==> src/rtl/clk_mux_seq_pkg.sv <==
// Shared types and helpers for the clock-source select sequencer:
// state encoding, lowest-healthy-source picker and configuration checks.
package clk_mux_seq_pkg;

  localparam int MAX_CLK = 16;
  localparam int IDX_W   = 4;

  typedef enum logic [1:0] {
    ST_IDLE     = 2'd0,
    ST_GATE_OFF = 2'd1,
    ST_SETTLE   = 2'd2,
    ST_HOLD     = 2'd3
  } state_t;

  typedef struct packed {
    logic             found;
    logic [IDX_W-1:0] idx;
  } pick_t;

  // Lowest set bit wins so that failover always lands on a deterministic source.
  function automatic pick_t lowest_ok(input logic [MAX_CLK-1:0] vec);
    pick_t r;
    r = '0;
    for (int i = MAX_CLK - 1; i >= 0; i--) begin
      if (vec[i]) begin
        r.found = 1'b1;
        r.idx   = IDX_W'(i);
      end
    end
    return r;
  endfunction

  function automatic bit cfg_ok(input int n_clk, input int off_cyc, input int settle_cyc,
                                input int cnt_w, input int rst_sel, input int auto_fo);
    bit ok;
    ok = (n_clk >= 2) && (n_clk <= MAX_CLK);
    ok = ok && (off_cyc >= 1) && (settle_cyc >= 1);
    ok = ok && (cnt_w >= 1) && (cnt_w <= 30);
    ok = ok && (off_cyc < (1 << cnt_w)) && (settle_cyc < (1 << cnt_w));
    ok = ok && (rst_sel >= 0) && (rst_sel < n_clk);
    ok = ok && ((auto_fo == 0) || (auto_fo == 1));
    return ok;
  endfunction

endpackage

==> src/rtl/clk_mux_seq_tmr.sv <==
// Load/decrement timer shared by the gate-off and settle phases; expire is
// high for the single cycle in which the count reaches its last tick.
module clk_mux_seq_tmr #(
  parameter int CNT_W   = 8,
  parameter int RST_VAL = 16
) (
  input  logic             clk,
  input  logic             reset_n,
  input  logic             load,
  input  logic [CNT_W-1:0] load_val,
  input  logic             run,
  output logic             expire
);

  logic [CNT_W-1:0] cnt_q;
  logic [CNT_W-1:0] cnt_d;

  always_comb begin
    cnt_d = cnt_q;
    if (load) begin
      cnt_d = load_val;
    end else if (run && (cnt_q != '0)) begin
      cnt_d = cnt_q - CNT_W'(1);
    end
  end

  always_ff @(posedge clk) begin
    if (!reset_n) begin
      cnt_q <= CNT_W'(RST_VAL);
    end else begin
      cnt_q <= cnt_d;
    end
  end

  assign expire = run && (cnt_q == CNT_W'(1));

endmodule

==> src/rtl/clk_mux_seq.sv <==
// Clock-source select sequencer: gates the muxed clock, waits a dead time,
// moves the mux select, waits for settling and re-enables; fails over on loss.
module clk_mux_seq
  import clk_mux_seq_pkg::*;
#(
  parameter int N_CLK         = 4,
  parameter int OFF_CYC       = 8,
  parameter int SETTLE_CYC    = 16,
  parameter int CNT_W         = 8,
  parameter int AUTO_FAILOVER = 1,
  parameter int RST_SEL       = 0,
  localparam int SEL_W        = $clog2(N_CLK)
) (
  input  logic             clk,
  input  logic             reset_n,
  input  logic             req_valid,
  input  logic [SEL_W-1:0] req_sel,
  output logic             req_ready,
  input  logic [N_CLK-1:0] ck_ok,
  output logic [SEL_W-1:0] sel_out,
  output logic             ce_out,
  output logic             busy,
  output logic             done,
  output logic             rej,
  output logic             fail
);

  localparam logic [CNT_W-1:0] OFF_LD    = CNT_W'(OFF_CYC);
  localparam logic [CNT_W-1:0] SET_LD    = CNT_W'(SETTLE_CYC);
  localparam logic [SEL_W-1:0] RST_SEL_V = SEL_W'(RST_SEL);
  localparam bit               AUTO      = (AUTO_FAILOVER != 0);

  if (!cfg_ok(N_CLK, OFF_CYC, SETTLE_CYC, CNT_W, RST_SEL, AUTO_FAILOVER)) begin : g_cfg_err
    $error("clk_mux_seq: illegal parameter combination");
  end

  // Health lookup that also rejects indices beyond N_CLK for non-power-of-two counts.
  function automatic logic src_ok(input logic [SEL_W-1:0] s, input logic [N_CLK-1:0] ok);
    logic r;
    r = 1'b0;
    for (int i = 0; i < N_CLK; i++) begin
      if (int'(s) == i) r = ok[i];
    end
    return r;
  endfunction

  state_t           state_q, state_d;
  logic [SEL_W-1:0] sel_q, sel_d;
  logic [SEL_W-1:0] tgt_q, tgt_d;
  logic             ce_q, ce_d;
  logic             busy_q, busy_d;
  logic             rdy_q, rdy_d;
  logic             done_q, done_d;
  logic             rej_q, rej_d;
  logic             fail_q, fail_d;

  logic [MAX_CLK-1:0] ck_vec;
  pick_t              pick;
  logic               cur_ok;
  logic               tgt_ok;
  logic               req_ok;
  logic               fo_now;
  logic               accept;
  logic               tmr_load;
  logic [CNT_W-1:0]   tmr_val;
  logic               tmr_run;
  logic               tmr_exp;

  always_comb begin
    ck_vec              = '0;
    ck_vec[N_CLK-1:0]   = ck_ok;
  end

  assign pick   = lowest_ok(ck_vec);
  assign cur_ok = src_ok(sel_q, ck_ok);
  assign tgt_ok = src_ok(tgt_q, ck_ok);
  assign req_ok = src_ok(req_sel, ck_ok);

  // ck_ok arrives from synchroniser flops, so qualifying ready with it keeps the
  // handshake honest in the cycle a failover pre-empts a request.
  assign fo_now    = AUTO && (state_q == ST_IDLE) && !cur_ok;
  assign req_ready = rdy_q && !fo_now;
  assign accept    = req_valid && req_ready;

  clk_mux_seq_tmr #(
    .CNT_W   (CNT_W),
    .RST_VAL (SETTLE_CYC)
  ) u_tmr (
    .clk      (clk),
    .reset_n  (reset_n),
    .load     (tmr_load),
    .load_val (tmr_val),
    .run      (tmr_run),
    .expire   (tmr_exp)
  );

  always_comb begin
    state_d  = state_q;
    sel_d    = sel_q;
    tgt_d    = tgt_q;
    done_d   = 1'b0;
    rej_d    = 1'b0;
    fail_d   = 1'b0;
    tmr_load = 1'b0;
    tmr_val  = OFF_LD;
    tmr_run  = 1'b0;

    unique case (state_q)
      ST_IDLE: begin
        if (fo_now) begin
          fail_d = 1'b1;
          if (pick.found) begin
            tgt_d    = SEL_W'(pick.idx);
            state_d  = ST_GATE_OFF;
            tmr_load = 1'b1;
            tmr_val  = OFF_LD;
          end else begin
            state_d = ST_HOLD;
          end
        end else if (accept) begin
          if (!req_ok) begin
            rej_d = 1'b1;
          end else if (req_sel == sel_q) begin
            done_d = 1'b1;
          end else begin
            tgt_d    = req_sel;
            state_d  = ST_GATE_OFF;
            tmr_load = 1'b1;
            tmr_val  = OFF_LD;
          end
        end
      end

      ST_GATE_OFF: begin
        tmr_run = 1'b1;
        if (tmr_exp) begin
          if (AUTO && !tgt_ok) begin
            if (pick.found) begin
              sel_d    = SEL_W'(pick.idx);
              state_d  = ST_SETTLE;
              tmr_load = 1'b1;
              tmr_val  = SET_LD;
            end else begin
              state_d = ST_HOLD;
            end
          end else begin
            sel_d    = tgt_q;
            state_d  = ST_SETTLE;
            tmr_load = 1'b1;
            tmr_val  = SET_LD;
          end
        end
      end

      ST_SETTLE: begin
        tmr_run = 1'b1;
        // Loss of the freshly selected source restarts settling on a new one.
        if (AUTO && !cur_ok) begin
          if (pick.found) begin
            sel_d    = SEL_W'(pick.idx);
            tmr_load = 1'b1;
            tmr_val  = SET_LD;
          end else begin
            state_d = ST_HOLD;
          end
        end else if (tmr_exp) begin
          state_d = ST_IDLE;
          done_d  = 1'b1;
        end
      end

      ST_HOLD: begin
        if (pick.found) begin
          sel_d    = SEL_W'(pick.idx);
          state_d  = ST_SETTLE;
          tmr_load = 1'b1;
          tmr_val  = SET_LD;
        end
      end

      default: begin
        state_d = ST_SETTLE;
      end
    endcase

    ce_d   = (state_d == ST_IDLE);
    busy_d = (state_d != ST_IDLE);
    rdy_d  = (state_d == ST_IDLE);
  end

  always_ff @(posedge clk) begin
    if (!reset_n) begin
      state_q <= ST_SETTLE;
      sel_q   <= RST_SEL_V;
      ce_q    <= 1'b0;
      busy_q  <= 1'b1;
      rdy_q   <= 1'b0;
      done_q  <= 1'b0;
      rej_q   <= 1'b0;
      fail_q  <= 1'b0;
    end else begin
      state_q <= state_d;
      sel_q   <= sel_d;
      ce_q    <= ce_d;
      busy_q  <= busy_d;
      rdy_q   <= rdy_d;
      done_q  <= done_d;
      rej_q   <= rej_d;
      fail_q  <= fail_d;
    end
  end

  // The switch target is only read in GATE_OFF after being written, so it carries no reset.
  always_ff @(posedge clk) begin
    tgt_q <= tgt_d;
  end

  assign sel_out = sel_q;
  assign ce_out  = ce_q;
  assign busy    = busy_q;
  assign done    = done_q;
  assign rej     = rej_q;
  assign fail    = fail_q;

endmodule

==> config.mk <==
export PLATFORM = sky130hd
export DESIGN_NAME = clk_mux_seq
export DESIGN_NICKNAME = d
export VERILOG_FILES = /design/src/rtl/clk_mux_seq_pkg.sv /design/src/rtl/clk_mux_seq_tmr.sv /design/src/rtl/clk_mux_seq.sv
export SDC_FILE = /design/constraint.sdc
export NUM_CORES = 1
export LEC_CHECK = 0
export ABC_AREA = 1
export CORE_MARGIN = 4
export CORE_UTILIZATION = 49
export CTS_CLUSTER_SIZE = 25
export DETAILED_ROUTE_END_ITERATION = 7
export PLACE_DENSITY = 0.8
export RECOVER_POWER = 100
export REMOVE_ABC_BUFFERS = 1
export SYNTH_ARGS = -nofsm -noshare
export SYNTH_HDL_FRONTEND = slang
export SYNTH_SLANG_ARGS = --single-unit
==> constraint.sdc <==
create_clock -name clk -period 1.65 [get_ports clk]
set_clock_uncertainty 0.1 [all_clocks]
set_input_delay 0.4125 -clock clk [delete_from_list [all_inputs] [get_ports clk]]
set_output_delay 0.4125 -clock clk [all_outputs]
set_load 0.005 [all_outputs]
==> flow_metrics.tcl <==
set metrics [dict create \
    die_h_um 60.2 \
    yosysUniqueCellTypes 28 \
    endpoint_kind "register" \
    cts_inserted_buffers 3 \
    clk_latency_ns 0.31 \
    core_mm2 0.00254 \
    wirelength_um 4170 \
    critical_path_class "reg -> reg" \
    hold_viol_final 0 \
    cts_buffer_depth 2 \
    synth_cells 193 \
    fin_nets 290 \
    slew_viol_final 0 \
    holdCritPathClass "reg -> reg" \
    io_pins 17 \
    drtAntennaViolNets 0 \
    ys_seq_area_frac 0.300 \
    port_buffers 16 \
    ys_seq_elements 19 \
    status "finished, violations left" \
    setup_viol 18 \
    fin_crit_sh 1.13 \
    p_leak_uw 0.00104 \
    drc 0 \
    place_congestion 0.946 \
    final_util 0.840 \
    worst_slew_pin_slew_ns 0.282 \
    synth.avg_cell_area_um2 6.90 \
    synthToLayoutAreaGrowth_pct 60.5 \
    grt_overflow 0 \
    die-area_mm2 0.00362 \
    violations "negative setup slack" \
    rsz0062_at_grt "yes" \
    reg2reg_setup_slack_ns -0.22 \
    grt_max_degree 12 \
    clk_transition_reported_paths_ns 0.12 \
    initial_utilization 0.524 \
    vias 1582 \
    synth_warnings 0 \
    period_needed_ns 1.87 \
    netlist_area_mm2 0.00133 \
    antenna_found_initial 0 \
    power_uw 3470 \
    holdWs_ns 0.402 \
    row_count 18 \
    detailed_place_hpwl_um 2680 \
    dr.pass1.iters 4 \
    clock-sinks 19 \
    cp-start-kind "register" \
    die_w_um 60.2 \
    fmaxAchievable_mhz 535 \
    cts_tree "yes" \
    drv_cap 0 \
    track_usage 0.230 \
    layout-drive-gt1-share 0.451 \
    cts-root-buf "clkbuf_4" \
    crit_fanout 3 \
    vias_per_cell 5.22 \
    htree_levels 1 \
    diodes 0 \
    grt_pass1_wl_um 6250 \
    drt_iter0_markers 122 \
    pwr_density_cell_mw_per_mm2 1620 \
    hold_buffers 0 \
    slew_headroom 0.812 \
    grt_pass1_vias 1482 \
    crit_arrival_ns 1.97 \
    vdd_drop_max_mv 1.19 \
    finalWorstSetupSlack_ns -0.218 \
    cp.required_ns 1.76 \
    route.detailed.wl_per_inst_um 13.8 \
]
area by class of cell:
cell class,count,area (um2)
clock buffers,3,22.5
multi-input cells,143,945
fillers,149,407
flip-flops and latches,19,407
clock inverters,1,5.00
well taps,30,37.5
repair buffers,77,604
inverters,30,118
repair_timing:
item / 4_1_cts / 5_1_grt
gates resized for setup: 43 / 21
buffers inserted: 13 / 6
pin swaps: 26 / 22
setup endpoints to repair: 22 / 23
hold endpoints to repair: 0 / 0
cells in the mapped netlist (all sizes together):
library cell / n / area share
a21oi: 14 / 0.061
a31oi: 2 / 0.0094
buf: 1 / 0.0056
dfxtp: 17 / 0.26
edfxtp: 2 / 0.045
ha: 7 / 0.066
inv: 30 / 0.085
nand2: 48 / 0.16
nand3: 15 / 0.068
nand4: 4 / 0.019
nor2: 19 / 0.067
nor3: 5 / 0.023
o211ai: 2 / 0.011
o21ai: 19 / 0.074
o22a: 1 / 0.0066
or2: 1 / 0.0047
xnor2: 1 / 0.0066
xor2: 5 / 0.033
critical path: stages, from the launching register on:
cell and delay, ns:
dfxtp_2 0.36, inv_2 0.05, ha_4 0.28, nand2_4 0.05
nor3_4 0.26, buf_4 0.16, nand2_2 0.05, nand2_2 0.09
buf_4 0.11, nand3_1 0.07, nor2_1 0.13, nor2_1 0.05
kinds of logic (layout without fill, tap and decap cells):
logic type	count (synthesis)	count (layout)	synth area share
AOI/OAI and AO/OA	38	38	0.162
buffers and inverters	31	111	0.0901
and+or+nand+nor	92	92	0.342
xor gates and xnor gates	6	6	0.0394
adders and majority gates	7	7	0.0657
DFF	19	19	0.300
stage by stage:
stage / setup TNS [ns] / area [um2] / setup slack (ns) / std cells
final: -3.07 / 2140 / -0.218 / 303
after global routing: -4.71 / 2140 / -0.317 / 303
after CTS: -2.42 / 2040 / -0.197 / 297
after detailed placement: -10.61 / 1840 / -0.672 / 280
after global placement: -9.95 / 1840 / -0.652 / 280
after floorplan: -1.42 / 1330 / -0.154 / 192
flip-flops by register name (all words and copies together) (netlist names):
signal       cells
rej              1
u_tmr.cnt_q      8
sel_out          2
busy             1
done             1
tgt_q            2
rdy_q            1
state_q          2
fail             1
power breakdown:
part | total [uW] | switching [uW] | internal, uW
Sequential | 672 | 70.1 | 602
Combinational | 2550 | 1320 | 1230
Clock | 246 | 155 | 90.5
path summary, 6_finish.rpt:
kind              depth (start not counted)              to           start
setup reg to reg                         11  u_tmr.cnt_q[3]      state_q[1]
hold reg to reg                           2  u_tmr.cnt_q[2]  u_tmr.cnt_q[2]
setup / recovery                         11  u_tmr.cnt_q[3]      state_q[1]
hold / removal                            2  u_tmr.cnt_q[2]  u_tmr.cnt_q[2]
cells in the final DEF, fill, tap and decap left out, drive strengths merged:
master / instances
ha: 7
xnor2: 1
nand2: 48
o22a: 1
clkbuf: 5
or2: 1
clkdlybuf4s50: 2
clkdlybuf4s25: 4
buf: 60
nand4: 4
o21ai: 19
dfxtp: 17
o211ai: 2
a31oi: 2
nor2: 19
clkinv: 1
dlygate4sd2: 9
nand3: 15
edfxtp: 2
a21oi: 14
nor3: 5
inv: 30
xor2: 5
layer usage:
metal  up-vias  track usage  part of all wire
met5         -            0                 0
met4         0       0.0886             0.028
met3        12       0.0259             0.047
met2        48        0.432              0.51
met1       730        0.259              0.41
li1        792            -                 -
No activity file was read; power rests on OpenSTA's default activity.
